**config.mk**
```make
export PLATFORM = sky130hd
export DESIGN_NAME = fsm_din_driver
export DESIGN_NICKNAME = d
export VERILOG_FILES = /design/src/rtl/fsm_din_driver.sv
export SDC_FILE = /design/constraint.sdc
export NUM_CORES = 1
export LEC_CHECK = 0
export CAP_MARGIN = 10
export CORE_MARGIN = 3
export CORE_UTILIZATION = 50
export DETAILED_ROUTE_END_ITERATION = 8
export HOLD_SLACK_MARGIN = 0.02
export MAX_ROUTING_LAYER = met4
export PLACE_DENSITY_LB_ADDON = 0.05
export SLEW_MARGIN = 0
export SYNTH_ARGS = -nofsm -noshare
export SYNTH_HDL_FRONTEND = slang
export SYNTH_SLANG_ARGS = --single-unit
```
**constraint.sdc**
```tcl
create_clock -name clk -period 4.66 [get_ports clk]
set_input_delay 0.932 -clock clk [delete_from_list [all_inputs] [get_ports clk]]
set_output_delay 0.932 -clock clk [all_outputs]
set_load 0.01 [all_outputs]
```
**src/rtl/fsm_din_driver.sv**
```systemverilog
// Stimulus driver for the idle/s0/s1 din/dout toggle FSM: turns level requests into din pulse trains
// and checks the FSM against a cycle-accurate shadow model.
//   state | meaning
//   IDLE  | waiting for a request, din=0
//   PULSE | din=1 for n cycles
//   GAP   | din=0 for g cycles
//   DONE  | one-cycle completion pulse
module fsm_din_driver #(
  parameter int GAP_W = 4,
  parameter int CNT_W = 8
) (
  input  logic             clk,
  input  logic             rst,
  input  logic             req_valid,
  output logic             req_ready,
  input  logic             req_level,
  input  logic [GAP_W-1:0] req_gap,
  output logic             din,
  input  logic             fsm_dout,
  input  logic [1:0]       fsm_state,
  output logic             done,
  output logic             busy,
  output logic [1:0]       shadow_state,
  output logic             mismatch,
  output logic [CNT_W-1:0] mismatch_cnt,
  input  logic             err_clr
);

  typedef enum logic [1:0] {IDLE, PULSE, GAP, DONE} ctl_t;

  ctl_t             state, state_nxt;
  logic [1:0]       pcnt, pcnt_nxt;
  logic [GAP_W-1:0] gcnt, gcnt_nxt;
  logic             din_nxt;
  logic             accept;
  logic [1:0]       n_req;
  logic [GAP_W-1:0] g_req;
  logic             shadow_dout;
  logic             mis_now;

  // Pulses needed to reach the requested level from the modelled FSM state
  always_comb begin
    n_req = 2'd0;
    case (shadow_state)
      2'b00:   n_req = req_level ? 2'd2 : 2'd0;
      2'b01:   n_req = req_level ? 2'd1 : 2'd0;
      2'b10:   n_req = req_level ? 2'd0 : 2'd1;
      default: n_req = 2'd0;
    endcase
  end

  assign g_req  = (req_gap == '0) ? GAP_W'(1) : req_gap;
  assign accept = req_valid && req_ready;

  always_ff @(posedge clk or posedge rst) begin
    if (rst) begin
      state <= IDLE;
      pcnt  <= 2'd0;
      gcnt  <= '0;
      din   <= 1'b0;
    end else begin
      state <= state_nxt;
      pcnt  <= pcnt_nxt;
      gcnt  <= gcnt_nxt;
      din   <= din_nxt;
    end
  end

  // Both counters are loaded at accept; gcnt is left alone until GAP
  always_comb begin
    state_nxt = state;
    pcnt_nxt  = pcnt;
    gcnt_nxt  = gcnt;
    din_nxt   = 1'b0;
    case (state)
      IDLE: begin
        if (accept) begin
          gcnt_nxt = g_req - GAP_W'(1);
          if (n_req != 2'd0) begin
            state_nxt = PULSE;
            pcnt_nxt  = n_req - 2'd1;
            din_nxt   = 1'b1;
          end else begin
            state_nxt = GAP;
          end
        end
      end
      PULSE: begin
        if (pcnt == 2'd0) begin
          state_nxt = GAP;
        end else begin
          pcnt_nxt = pcnt - 2'd1;
          din_nxt  = 1'b1;
        end
      end
      GAP: begin
        if (gcnt == '0) state_nxt = DONE;
        else            gcnt_nxt  = gcnt - GAP_W'(1);
      end
      DONE: state_nxt = IDLE;
      default: state_nxt = IDLE;
    endcase
  end

  always_comb begin
    done      = (state == DONE);
    busy      = (state != IDLE);
    req_ready = (state == IDLE) && !rst;
  end

  // Shadow of the target FSM, advanced from the same registered din it sees
  always_ff @(posedge clk or posedge rst) begin
    if (rst) begin
      shadow_state <= 2'b00;
    end else if (din) begin
      case (shadow_state)
        2'b00:   shadow_state <= 2'b01;
        2'b01:   shadow_state <= 2'b10;
        2'b10:   shadow_state <= 2'b01;
        default: shadow_state <= 2'b00;
      endcase
    end
  end

  assign shadow_dout = (shadow_state == 2'b10);
  assign mis_now     = (fsm_state != shadow_state) || (fsm_dout != shadow_dout);

  always_ff @(posedge clk or posedge rst) begin
    if (rst) begin
      mismatch     <= 1'b0;
      mismatch_cnt <= '0;
    end else if (err_clr) begin
      mismatch     <= mis_now;
      mismatch_cnt <= mis_now ? CNT_W'(1) : '0;
    end else if (mis_now) begin
      mismatch <= 1'b1;
      if (!(&mismatch_cnt)) mismatch_cnt <= mismatch_cnt + CNT_W'(1);
    end
  end

endmodule
```
==> results of run 1 <==
[report_power, final]
part | leakage [nW] | internal (mW) | total (mW) | switching, mW
clock network | 0.0279 | 0.0869 | 0.143 | 0.0561
registers | 0.255 | 0.227 | 0.291 | 0.0642
logic | 0.392 | 0.191 | 0.386 | 0.195
[layout by cell type (no fill, tap or decap), types with 2 or more instances in the layout]
| master | netlist | final |
|---|---|---|
| nand2b_1 | 2 | 2 |
| a21o_1 | 3 | 3 |
| nand4_1 | 3 | 3 |
| clkdlybuf4s50_1 | 0 | 26 |
| or4_1 | 3 | 3 |
| inv_1 | 8 | 8 |
| dfrtp_1 | 20 | 20 |
| xor2_1 | 4 | 4 |
| o211ai_4 | 2 | 2 |
| clkbuf_4 | 0 | 3 |
| nor2_1 | 7 | 7 |
| a21oi_1 | 9 | 9 |
| mux2i_1 | 4 | 4 |
| xnor2_1 | 2 | 2 |
| nor3b_1 | 2 | 2 |
| or3_1 | 2 | 2 |
| nand3_1 | 6 | 6 |
| nor2b_1 | 2 | 2 |
| nand2_1 | 15 | 15 |
| ha_1 | 7 | 7 |
| o31ai_1 | 2 | 2 |
| o21ai_0 | 9 | 9 |
[layout make-up]
type                            instances  area [µm²]
Clock inverter                          1        30.0
Multi-Input combinational cell         98         669
Tap cell                               28        35.0
Timing Repair Buffer                   26         260
Sequential cell                        20         500
Fill cell                             183         707
Clock buffer                            3        22.5
Inverter                                8        30.0
[per-stage QoR]
stage          area [µm²]  cells  total power [mW]   util
3_3_place_gp         1500    180             0.670  0.663
6_report             1550    184             0.820  0.686
5_1_grt              1550    184             0.890  0.686
4_1_cts              1550    184             0.826  0.686
3_5_place_dp         1500    180             0.682  0.663
2_1_floorplan        1220    129             0.552      -
[registers in the layout (all words and copies together) (netlist names)]
register	flops
din	1
mismatch	1
gcnt	4
shadow_state	2
mismatch_cnt	8
state	2
pcnt	2
[worst max-delay path, stage by stage]
cell             delay [ns]
clkdlybuf4s50_1        0.44
nor2_1                 0.13
clkdlybuf4s50_1        0.55
[layer usage]
layer	global-route usage	vias to the layer above
met3	0.0234	6
met1	0.190	470
li1	-	520
met4	0.0972	0
met2	0.292	32
met5	-	-
[cells by family after synthesis]
group                    Yosys count
flip-flops                        20
adder cells (fa/ha/maj)            7
multiplexers                       4
AO/OA/AOI/OAI                     30
XOR/XNOR                           6
buffers and inverters             11
AND/OR/NAND/NOR                   51
[path summary, 6_finish.rpt]
check	end
worst max-delay path	req_ready
worst min-delay path	mismatch$_DFFE_PP0P_
worst max register to register	gcnt[2]$_DFFE_PP0P_
worst min register to register	mismatch$_DFFE_PP0P_
max in group asynchronous	mismatch_cnt[6]$_DFFE_PP0P_
min in group asynchronous	state[1]$_DFFE_PP0P_
==> impl_metrics.xml, run 1 <==
<?xml version="1.0" encoding="UTF-8"?>
<metrics>
  <group name="drt">
    <metric name="routed_wirelength" unit="µm">2400</metric>
    <metric name="detailroute.via_count" unit="">1028</metric>
    <metric name="mean_number_of_vias_per_cell" unit="">5.59</metric>
    <metric name="route.antenna.remaining_nets" unit="">0</metric>
    <metric name="dr.max_layer_used" unit="">met4</metric>
    <metric name="dr_wl_met3" unit="µm">105</metric>
    <metric name="drc_violations_left" unit="">0</metric>
    <metric name="wl_per_cell" unit="µm">13.0</metric>
    <metric name="met2_wire_len" unit="µm">1240</metric>
    <metric name="drt-met1-wl" unit="µm">1000</metric>
    <metric name="dr.pass1.iters" unit="">4</metric>
    <metric name="drt_first_iter_violations" unit="">28</metric>
  </group>
  <group name="floorplan">
    <metric name="floorplan.die_area" unit="µm²">3070</metric>
    <metric name="floorplan.core_area" unit="µm²">2250</metric>
    <metric name="fp.dieW" unit="µm">55.4</metric>
    <metric name="ioPinCount" unit="">27</metric>
    <metric name="die-height" unit="µm">55.4</metric>
    <metric name="initial_core_util" unit="">0.541</metric>
    <metric name="placementRows" unit="">17</metric>
  </group>
  <group name="cts">
    <metric name="clk_path_buf_depth" unit="">2</metric>
    <metric name="cts_tree" unit="">yes</metric>
    <metric name="clk_pin_slew" unit="ns">0.12</metric>
    <metric name="cts.sink_count" unit="">20</metric>
    <metric name="clk_latency" unit="ns">0.30</metric>
    <metric name="clock-root-buffer" unit="">clkbuf_4</metric>
    <metric name="cts-hold-fix-buffers" unit="">0</metric>
    <metric name="htree_num_levels" unit="">1</metric>
    <metric name="cts_inserted_buffers" unit="">3</metric>
    <metric name="cts_post_setup_buffers_inserted" unit="">0</metric>
    <metric name="postCtsResizedCells" unit="">0</metric>
  </group>
  <group name="worst_hold_path">
    <metric name="worst_min_delay_path_class" unit="">reg2reg</metric>
    <metric name="hold_path_startpoint" unit="">mismatch$_DFFE_PP0P_</metric>
    <metric name="min_path_cells" unit="">2</metric>
  </group>
  <group name="grt">
    <metric name="grt_start_max_net_pins" unit="">22</metric>
    <metric name="grt_first_pass_wirelength" unit="µm">4170</metric>
    <metric name="grt_antenna_before_repair" unit="">0</metric>
    <metric name="global_route.overflow_total" unit="">0</metric>
    <metric name="track_usage" unit="">0.171</metric>
    <metric name="via_count_of_the_first_global_routing_pass" unit="">993</metric>
  </group>
  <group name="critical_path">
    <metric name="criticalPathCategory" unit="">in2out</metric>
    <metric name="worst_ep_required_time" unit="ns">3.73</metric>
    <metric name="critical_path.startpoint" unit="">rst</metric>
    <metric name="rr_startpoint" unit="">state[0]$_DFFE_PP0P_</metric>
    <metric name="end_kind" unit="">output port</metric>
    <metric name="setup.worst_path.start_class" unit="">primary input</metric>
    <metric name="worstPathArrival" unit="ns">2.06</metric>
    <metric name="timing.reg2reg.setup_slack" unit="ns">2.42</metric>
    <metric name="critical_path.max_fanout" unit="">3</metric>
    <metric name="timing.reg2reg.worst_path_depth" unit="">8</metric>
  </group>
  <group name="yosys">
    <metric name="portion_of_synthesized_cell_area_occupied_by_the_leading_cell_type" unit="">0.410</metric>
    <metric name="synth.yosys.seq_area_share" unit="">0.410</metric>
    <metric name="yosysWarningCount" unit="">0</metric>
    <metric name="syn_nets" unit="">148</metric>
    <metric name="synth_area_leaders" unit="">dfrtp_1 41%, ha_1 7.2%, nand2_1 4.6%</metric>
    <metric name="synthesis.instances" unit="">129</metric>
    <metric name="synth_top_cells_by_count" unit="">20 x dfrtp_1, 15 x nand2_1, 9 x a21oi_1, 9 x o21ai_0, 8 x inv_1</metric>
    <metric name="synth_simple_gate_area_frac" unit="">0.227</metric>
    <metric name="synth_seq_cells" unit="">20</metric>
    <metric name="async_set_or_reset_flop_fraction_in_the_synthesized_netlist" unit="">1.00</metric>
    <metric name="number_of_synthesized_flops_with_an_enable_pin" unit="">0</metric>
    <metric name="synth-compound-area-share" unit="">0.174</metric>
    <metric name="yosys_most_used_dff" unit="">dfrtp_1</metric>
    <metric name="yosys.cell_count.top_type" unit="">dfrtp_1</metric>
    <metric name="netlist-cell-type-count" unit="">37</metric>
    <metric name="combinational_family_with_the_most_area_after_synthesis" unit="">simple AND/OR/NAND/NOR gates</metric>
    <metric name="post_synth_mux_area_share" unit="">0.0328</metric>
    <metric name="synth_xor_area_frac" unit="">0.0431</metric>
    <metric name="netlist.top_cell.by_area" unit="">dfrtp_1</metric>
    <metric name="post_synth_instance_area" unit="µm²">1220</metric>
    <metric name="syn-mean-instance-area" unit="µm²">9.46</metric>
    <metric name="synthAdderAreaFrac" unit="">0.0718</metric>
  </group>
  <group name="run">
    <metric name="drv.max_cap_violation_count" unit="">0</metric>
  </group>
  <group name="sta">
    <metric name="setup_violations" unit="">0</metric>
    <metric name="final.hold.worst_slack" unit="ns">0.526</metric>
    <metric name="slew-limit-headroom" unit="">0.469</metric>
    <metric name="finalHoldViolCount" unit="">0</metric>
    <metric name="worst-slew-pin-transition" unit="ns">0.796</metric>
    <metric name="finalCritPeriodShare" unit="">0.642</metric>
    <metric name="rsz0062_at_grt" unit="">false</metric>
    <metric name="clock-skew-final" unit="ns">0.000722</metric>
    <metric name="max_freq" unit="MHz">334</metric>
    <metric name="postLayoutSetupSlackWorst" unit="ns">1.67</metric>
    <metric name="timing.final.max_slew_violations" unit="">0</metric>
    <metric name="fin_crit" unit="ns">2.99</metric>
    <metric name="final.setup.tns" unit="ns">0</metric>
  </group>
  <group name="final_layout">
    <metric name="final_net_count" unit="">176</metric>
    <metric name="layout_cells_sized_above_1" unit="">0.0513</metric>
    <metric name="antenna_cells_inserted" unit="">0</metric>
    <metric name="layout_overhead_on_the_synthesized_area" unit="%">26.9</metric>
  </group>
  <group name="power_and_ir_drop">
    <metric name="worst_vdd_rail_ir_drop" unit="V">0.000324</metric>
    <metric name="power-per-cell-area" unit="nW/µm²">530</metric>
    <metric name="leakagePower" unit="nW">0.674</metric>
  </group>
  <group name="placement">
    <metric name="dp_hpwl" unit="µm">1840</metric>
    <metric name="gpl.final_weighted_congestion" unit="">0.723</metric>
    <metric name="place_worst_setup_slack" unit="ns">1.68</metric>
    <metric name="buffer_ports.inserted" unit="">26</metric>
  </group>
  <group name="run_status">
    <metric name="outcome" unit="">complete, no violations</metric>
  </group>
</metrics>
Power figures use the tool's default switching activity.
==> inputs of run 2 (changes only) <==
CORE_UTILIZATION = 45   (was 50)
clock period = 2.55 ns   (was 4.66 ns; I/O delays follow)
==> run 2 against run 1 <==
- clock skew is 0.0042 ns higher
- hold slack got worse by 0.013 ns
- highest routed layer unchanged
- clock power up 81%
- sequential power grew 84%
- combinational power increased by 88%
- die area rose by 9.9%
- critical path depth rose by 2
- non-clock buffer count up 3
- flip-flop and latch count unchanged
- total power grew 86%
- wire length up 5.0%
- worst setup slack worse by 1.5 ns
==> impl_metrics.xml, run 2 (synthesis results as in run 1) <==
<?xml version="1.0" encoding="UTF-8"?>
<metrics>
  <group name="final_layout">
    <metric name="layout_cells_sized_above_1" unit="">0.0692</metric>
    <metric name="largest_registers_ranked_by_flip_flop_count" unit="">mismatch_cnt x8, gcnt x4</metric>
    <metric name="post-route-util" unit="">0.624</metric>
    <metric name="final_net_count" unit="">179</metric>
    <metric name="antenna_cells_inserted" unit="">0</metric>
    <metric name="leading_cell_type_in_the_layout_fill_and_taps_excluded" unit="">clkdlybuf4s50_1</metric>
    <metric name="largest_register_ffs" unit="">8</metric>
    <metric name="top_register" unit="">mismatch_cnt</metric>
    <metric name="layout_overhead_on_the_synthesized_area" unit="%">28.9</metric>
    <metric name="layout_common_cells" unit="">26 x clkdlybuf4s50_1, 20 x dfrtp_1, 15 x nand2_1</metric>
  </group>
  <group name="drt">
    <metric name="route.antenna.remaining_nets" unit="">0</metric>
    <metric name="mean_number_of_vias_per_cell" unit="">5.74</metric>
    <metric name="routed_wirelength" unit="µm">2520</metric>
    <metric name="drt_first_iter_violations" unit="">29</metric>
    <metric name="detailroute.via_count" unit="">1084</metric>
    <metric name="drc_violations_left" unit="">0</metric>
    <metric name="wl_per_cell" unit="µm">13.3</metric>
    <metric name="dr.pass1.iters" unit="">4</metric>
  </group>
  <group name="cts">
    <metric name="clk_latency" unit="ns">0.30</metric>
    <metric name="htree_num_levels" unit="">1</metric>
    <metric name="clk_pin_slew" unit="ns">0.11</metric>
    <metric name="cts_post_setup_buffers_inserted" unit="">0</metric>
    <metric name="cts.sink_count" unit="">20</metric>
    <metric name="cts_tree" unit="">yes</metric>
    <metric name="cts-hold-fix-buffers" unit="">0</metric>
    <metric name="clock-root-buffer" unit="">clkbuf_4</metric>
    <metric name="cts_inserted_buffers" unit="">3</metric>
    <metric name="clk_path_buf_depth" unit="">2</metric>
    <metric name="postCtsResizedCells" unit="">0</metric>
  </group>
  <group name="critical_path">
    <metric name="crit_path_top_delay_cell" unit="">clkdlybuf4s50_1</metric>
    <metric name="criticalPathCategory" unit="">reg2out</metric>
    <metric name="worstPathArrival" unit="ns">1.90</metric>
    <metric name="timing.critical_path.cells" unit="">inv_1 &gt; ha_1 &gt; inv_1 &gt; nor2_1 &gt; clkdlybuf4s50_1</metric>
    <metric name="worst_ep_required_time" unit="ns">2.04</metric>
    <metric name="critical_path.max_fanout" unit="">4</metric>
    <metric name="path_common_cell" unit="">inv_1</metric>
    <metric name="timing.reg2reg.setup_slack" unit="ns">0.41</metric>
    <metric name="cpPeakStageDelay" unit="ns">0.56</metric>
    <metric name="setup.worst_path.start_class" unit="">register</metric>
    <metric name="end_kind" unit="">output port</metric>
  </group>
  <group name="sta">
    <metric name="slew-limit-headroom" unit="">0.753</metric>
    <metric name="finalHoldViolCount" unit="">0</metric>
    <metric name="clock-skew-final" unit="ns">0.00495</metric>
    <metric name="finalCritPeriodShare" unit="">0.944</metric>
    <metric name="final.setup.tns" unit="ns">0</metric>
    <metric name="max_freq" unit="MHz">416</metric>
    <metric name="rsz0062_at_grt" unit="">false</metric>
    <metric name="fin_crit" unit="ns">2.41</metric>
    <metric name="timing.final.max_slew_violations" unit="">0</metric>
    <metric name="worst-slew-pin-transition" unit="ns">0.371</metric>
    <metric name="setup_violations" unit="">0</metric>
  </group>
  <group name="grt">
    <metric name="global_route.overflow_total" unit="">0</metric>
    <metric name="grt_start_max_net_pins" unit="">21</metric>
    <metric name="track_usage" unit="">0.161</metric>
    <metric name="via_count_of_the_first_global_routing_pass" unit="">975</metric>
    <metric name="grt_first_pass_wirelength" unit="µm">4140</metric>
    <metric name="grt_antenna_before_repair" unit="">0</metric>
  </group>
  <group name="power_and_ir_drop">
    <metric name="leakagePower" unit="nW">0.689</metric>
    <metric name="worst_vdd_rail_ir_drop" unit="V">0.000708</metric>
    <metric name="power-per-cell-area" unit="nW/µm²">967</metric>
  </group>
  <group name="placement">
    <metric name="gpl.final_weighted_congestion" unit="">0.754</metric>
    <metric name="buffer_ports.inserted" unit="">26</metric>
    <metric name="dp_hpwl" unit="µm">1980</metric>
  </group>
  <group name="floorplan">
    <metric name="floorplan.core_area" unit="µm²">2520</metric>
    <metric name="fp.dieW" unit="µm">58.1</metric>
    <metric name="die-height" unit="µm">58.1</metric>
    <metric name="initial_core_util" unit="">0.484</metric>
    <metric name="ioPinCount" unit="">27</metric>
    <metric name="floorplan.die_area" unit="µm²">3370</metric>
    <metric name="placementRows" unit="">18</metric>
  </group>
  <group name="run">
    <metric name="drv.max_cap_violation_count" unit="">0</metric>
  </group>
  <group name="run_status">
    <metric name="outcome" unit="">complete, no violations</metric>
  </group>
  <group name="worst_hold_path">
    <metric name="worst_min_delay_path_class" unit="">reg2reg</metric>
  </group>
</metrics>
==> run 2: layout make-up <==
| type | count | area [µm²] |
|---|---|---|
| flip-flops and latches | 20 | 500 |
| clock buffers | 3 | 22.5 |
| fillers | 217 | 950 |
| inverters | 8 | 30.0 |
| repair buffers | 29 | 283 |
| clock inverters | 1 | 30.0 |
| multi-input cells | 98 | 669 |
| well taps | 30 | 37.5 |
==> run 2: path summary, 6_finish.rpt <==
path,end,from,depth (start not counted)
min reg2reg,shadow_state[0]$_DFFE_PP0P_,din$_DFF_PP0_,1
max,req_ready,state[0]$_DFFE_PP0P_,5
min,shadow_state[0]$_DFFE_PP0P_,din$_DFF_PP0_,1
max in group asynchronous,mismatch_cnt[4]$_DFFE_PP0P_,rst,3
max reg2reg,gcnt[2]$_DFFE_PP0P_,state[0]$_DFFE_PP0P_,8
min in group asynchronous,mismatch_cnt[2]$_DFFE_PP0P_,rst,3
==> run 2: through the flow <==
step	power, mW	hold slack (ns)	cell area [µm²]	std cells	setup WS (ns)
2_1_floorplan	1.01	0.464	1220	129	0.470
3_3_place_gp	1.24	0.485	1520	185	0.241
3_5_place_dp	1.27	0.500	1520	185	0.107
4_1_cts	1.53	0.517	1570	189	0.151
5_1_grt	1.65	0.553	1570	189	0.0425
6_report	1.52	0.513	1570	189	0.144
==> run 2: metal layers <==
| metal | part of all wire | global-route usage | vias up |
|---|---|---|---|
| met4 | 0.017 | 0.0596 | 0 |
| met3 | 0.047 | 0.0200 | 6 |
| li1 | - | - | 524 |
| met1 | 0.46 | 0.202 | 528 |
| met2 | 0.48 | 0.265 | 26 |
| met5 | 0 | - | - |
==> run 2: power breakdown <==
group          leakage [nW]  switching [mW]  internal [mW]
clock network        0.0279           0.101          0.159
logic                 0.406           0.366          0.360
registers             0.255           0.122          0.414
total                 0.689           0.589          0.932
==> run 2: worst max-delay path, delay by kind of cell (launching register included) <==
family                   cells  cell delay [ns]
buffers and inverters        3             0.80
flip-flops                   1             0.44
adder cells (fa/ha/maj)      1             0.22
AND/OR/NAND/NOR              1             0.15
==> inputs of run 3 (changes only) <==
CORE_UTILIZATION = 50   (was 45)
PLACE_DENSITY = 0.76   (was unset)
PLACE_DENSITY_LB_ADDON = unset   (was 0.05)
RECOVER_POWER = 50   (was unset)
clock period = 3.05 ns   (was 2.55 ns; I/O delays follow)
==> run 3 against run 2 <==
- critical path depth unchanged
- hold slack gained 0.014 ns
- clock-buffer cell count increased by 1
- die area down 9.0%
- sequential power decreased by 16%
- cell area down 2.4%
- clock power is 41% lower
- core utilization grew 5.7 points
- total power shrank 21%
- clock skew shrank 0.0019 ns
- cell count is 2.1% lower
- largest power group unchanged
==> impl_metrics.xml, run 3 (synthesis results as in run 1) <==
<?xml version="1.0" encoding="UTF-8"?>
<metrics>
  <group name="final_layout">
    <metric name="antenna_cells_inserted" unit="">0</metric>
    <metric name="final_net_count" unit="">177</metric>
    <metric name="leading_cell_type_in_the_layout_fill_and_taps_excluded" unit="">clkdlybuf4s50_1</metric>
    <metric name="layout_common_cells" unit="">23 x clkdlybuf4s50_1, 20 x dfrtp_1, 15 x nand2_1</metric>
    <metric name="layout_cells_sized_above_1" unit="">0.0510</metric>
    <metric name="largest_register_ffs" unit="">8</metric>
    <metric name="largest_registers_ranked_by_flip_flop_count" unit="">mismatch_cnt x8, gcnt x4</metric>
    <metric name="layout_overhead_on_the_synthesized_area" unit="%">25.8</metric>
    <metric name="top_register" unit="">mismatch_cnt</metric>
    <metric name="nFillCells" unit="">196</metric>
  </group>
  <group name="drt">
    <metric name="dr.max_layer_used" unit="">met4</metric>
    <metric name="mean_number_of_vias_per_cell" unit="">5.66</metric>
    <metric name="met2_wire_len" unit="µm">1250</metric>
    <metric name="drc_violations_left" unit="">0</metric>
    <metric name="drt-met1-wl" unit="µm">1300</metric>
    <metric name="drt_first_iter_violations" unit="">29</metric>
    <metric name="dr_wl_met3" unit="µm">83</metric>
    <metric name="detailroute.via_count" unit="">1048</metric>
    <metric name="routed_wirelength" unit="µm">2660</metric>
    <metric name="wl_per_cell" unit="µm">14.4</metric>
    <metric name="route.antenna.remaining_nets" unit="">0</metric>
    <metric name="dr.pass1.iters" unit="">4</metric>
  </group>
  <group name="floorplan">
    <metric name="fp.dieW" unit="µm">55.4</metric>
    <metric name="ioPinCount" unit="">27</metric>
    <metric name="die-height" unit="µm">55.4</metric>
    <metric name="initial_core_util" unit="">0.541</metric>
    <metric name="floorplan.core_area" unit="µm²">2250</metric>
    <metric name="floorplan.die_area" unit="µm²">3070</metric>
    <metric name="placementRows" unit="">17</metric>
  </group>
  <group name="critical_path">
    <metric name="setup.worst_path.start_class" unit="">register</metric>
    <metric name="end_kind" unit="">output port</metric>
    <metric name="worstPathArrival" unit="ns">1.89</metric>
    <metric name="criticalPathCategory" unit="">reg2out</metric>
    <metric name="critical_path.max_fanout" unit="">4</metric>
    <metric name="worst_ep_required_time" unit="ns">2.44</metric>
  </group>
  <group name="cts">
    <metric name="clk_pin_slew" unit="ns">0.11</metric>
    <metric name="clock-root-buffer" unit="">clkbuf_4</metric>
    <metric name="htree_num_levels" unit="">1</metric>
    <metric name="cts_tree" unit="">yes</metric>
    <metric name="cts-hold-fix-buffers" unit="">0</metric>
    <metric name="cts.sink_count" unit="">20</metric>
    <metric name="cts_inserted_buffers" unit="">3</metric>
    <metric name="postCtsResizedCells" unit="">0</metric>
    <metric name="cts_post_setup_buffers_inserted" unit="">0</metric>
    <metric name="clk_path_buf_depth" unit="">2</metric>
    <metric name="clk_latency" unit="ns">0.30</metric>
  </group>
  <group name="run">
    <metric name="drv.max_cap_violation_count" unit="">0</metric>
  </group>
  <group name="sta">
    <metric name="setup_violations" unit="">0</metric>
    <metric name="max_freq" unit="MHz">400</metric>
    <metric name="slew-limit-headroom" unit="">0.244</metric>
    <metric name="final.setup.tns" unit="ns">0</metric>
    <metric name="rsz0062_at_grt" unit="">false</metric>
    <metric name="clock-skew-final" unit="ns">0.00301</metric>
    <metric name="timing.final.max_slew_violations" unit="">0</metric>
    <metric name="finalCritPeriodShare" unit="">0.819</metric>
    <metric name="worst-slew-pin-transition" unit="ns">1.13</metric>
    <metric name="finalHoldViolCount" unit="">0</metric>
    <metric name="fin_crit" unit="ns">2.50</metric>
  </group>
  <group name="grt">
    <metric name="track_usage" unit="">0.190</metric>
    <metric name="global_route.overflow_total" unit="">0</metric>
    <metric name="via_count_of_the_first_global_routing_pass" unit="">1094</metric>
    <metric name="grt_antenna_before_repair" unit="">0</metric>
    <metric name="grt_first_pass_wirelength" unit="µm">4690</metric>
    <metric name="grt_start_max_net_pins" unit="">22</metric>
  </group>
  <group name="run_status">
    <metric name="outcome" unit="">complete, no violations</metric>
  </group>
  <group name="power_and_ir_drop">
    <metric name="p_sw" unit="µW">500</metric>
    <metric name="power.clock.fraction" unit="">0.127</metric>
    <metric name="power.share.sequential" unit="">0.373</metric>
    <metric name="cell_internal_pwr" unit="µW">709</metric>
    <metric name="fin_total_pwr" unit="mW">1.21</metric>
    <metric name="power-per-cell-area" unit="nW/µm²">787</metric>
    <metric name="comb_power_share" unit="">0.500</metric>
    <metric name="leakagePower" unit="nW">0.666</metric>
    <metric name="switching_share" unit="">0.414</metric>
    <metric name="worst_vdd_rail_ir_drop" unit="V">0.000507</metric>
  </group>
  <group name="placement">
    <metric name="gpl.final_weighted_congestion" unit="">0.779</metric>
    <metric name="buffer_ports.inserted" unit="">26</metric>
    <metric name="dp_hpwl" unit="µm">2120</metric>
  </group>
  <group name="worst_hold_path">
    <metric name="worst_min_delay_path_class" unit="">reg2reg</metric>
  </group>
</metrics>
-- run 3: cell count changes in the layout (fill, tap and decap cells not counted) --
cell             before  now
clkbuf_1              0    1
clkdlybuf4s50_1      26   23
buf_4                 3    0
clkbuf_8              0    1
bufinv_16             1    0
dlygate4sd3_1         0    3
-- run 3: layout make-up --
cell class	count	area [µm²]	share of cell area
Multi-Input combinational cell	98	669	0.436
Sequential cell	20	500	0.326
Timing Repair Buffer	27	264	0.172
Clock buffer	4	36.3	0.0236
Tap cell	28	35.0	0.0228
Inverter	8	30.0	0.0196
-- run 3: per-layer routing --
metal,GRT usage,up-vias
li1,-,519
met1,0.236,505
met2,0.324,20
met3,0.0257,4
met4,0.0521,0
met5,-,-
-- run 3: worst max-delay path: stages, from the launching register on --
cell             delay, ns
dfrtp_1               0.43
inv_1                 0.12
ha_1                  0.23
inv_1                 0.11
nor2_1                0.14
clkdlybuf4s50_1       0.55
-- run 3: path summary, 6_finish.rpt --
check | depth (start not counted) | start | to | slack, ns
setup / recovery | 5 | state[0]$_DFFE_PP0P_ | req_ready | 0.55
hold / removal | 1 | gcnt[3]$_DFFE_PP0P_ | gcnt[3]$_DFFE_PP0P_ | 0.53
setup reg to reg | 8 | state[0]$_DFFE_PP0P_ | gcnt[2]$_DFFE_PP0P_ | 0.76
hold reg to reg | 1 | gcnt[3]$_DFFE_PP0P_ | gcnt[3]$_DFFE_PP0P_ | 0.53
max in group asynchronous | 3 | rst | pcnt[0]$_DFFE_PP0P_ | 1.23
min in group asynchronous | 3 | rst | gcnt[1]$_DFFE_PP0P_ | 1.15
-- run 3: metrics by stage --
step	hold slack (ns)	area, µm²	worst slack [ns]	utilization	cells
after floorplan	0.464	1220	0.970	-	129
after global placement	0.486	1500	0.640	0.666	181
after detailed placement	0.500	1500	0.552	0.666	181
after CTS	0.527	1540	0.524	0.683	185
after global routing	0.552	1540	0.291	0.681	185
final	0.527	1540	0.551	0.681	185
-- run 3: power by group through the flow --
stage / registers, mW / clock network [mW] / logic [mW]
2_1_floorplan: 0.439 / 0 / 0.404
3_3_place_gp: 0.449 / 0 / 0.580
3_5_place_dp: 0.456 / 0 / 0.608
4_1_cts: 0.450 / 0.160 / 0.612
5_1_grt: 0.468 / 0.166 / 0.684
6_report: 0.450 / 0.154 / 0.605
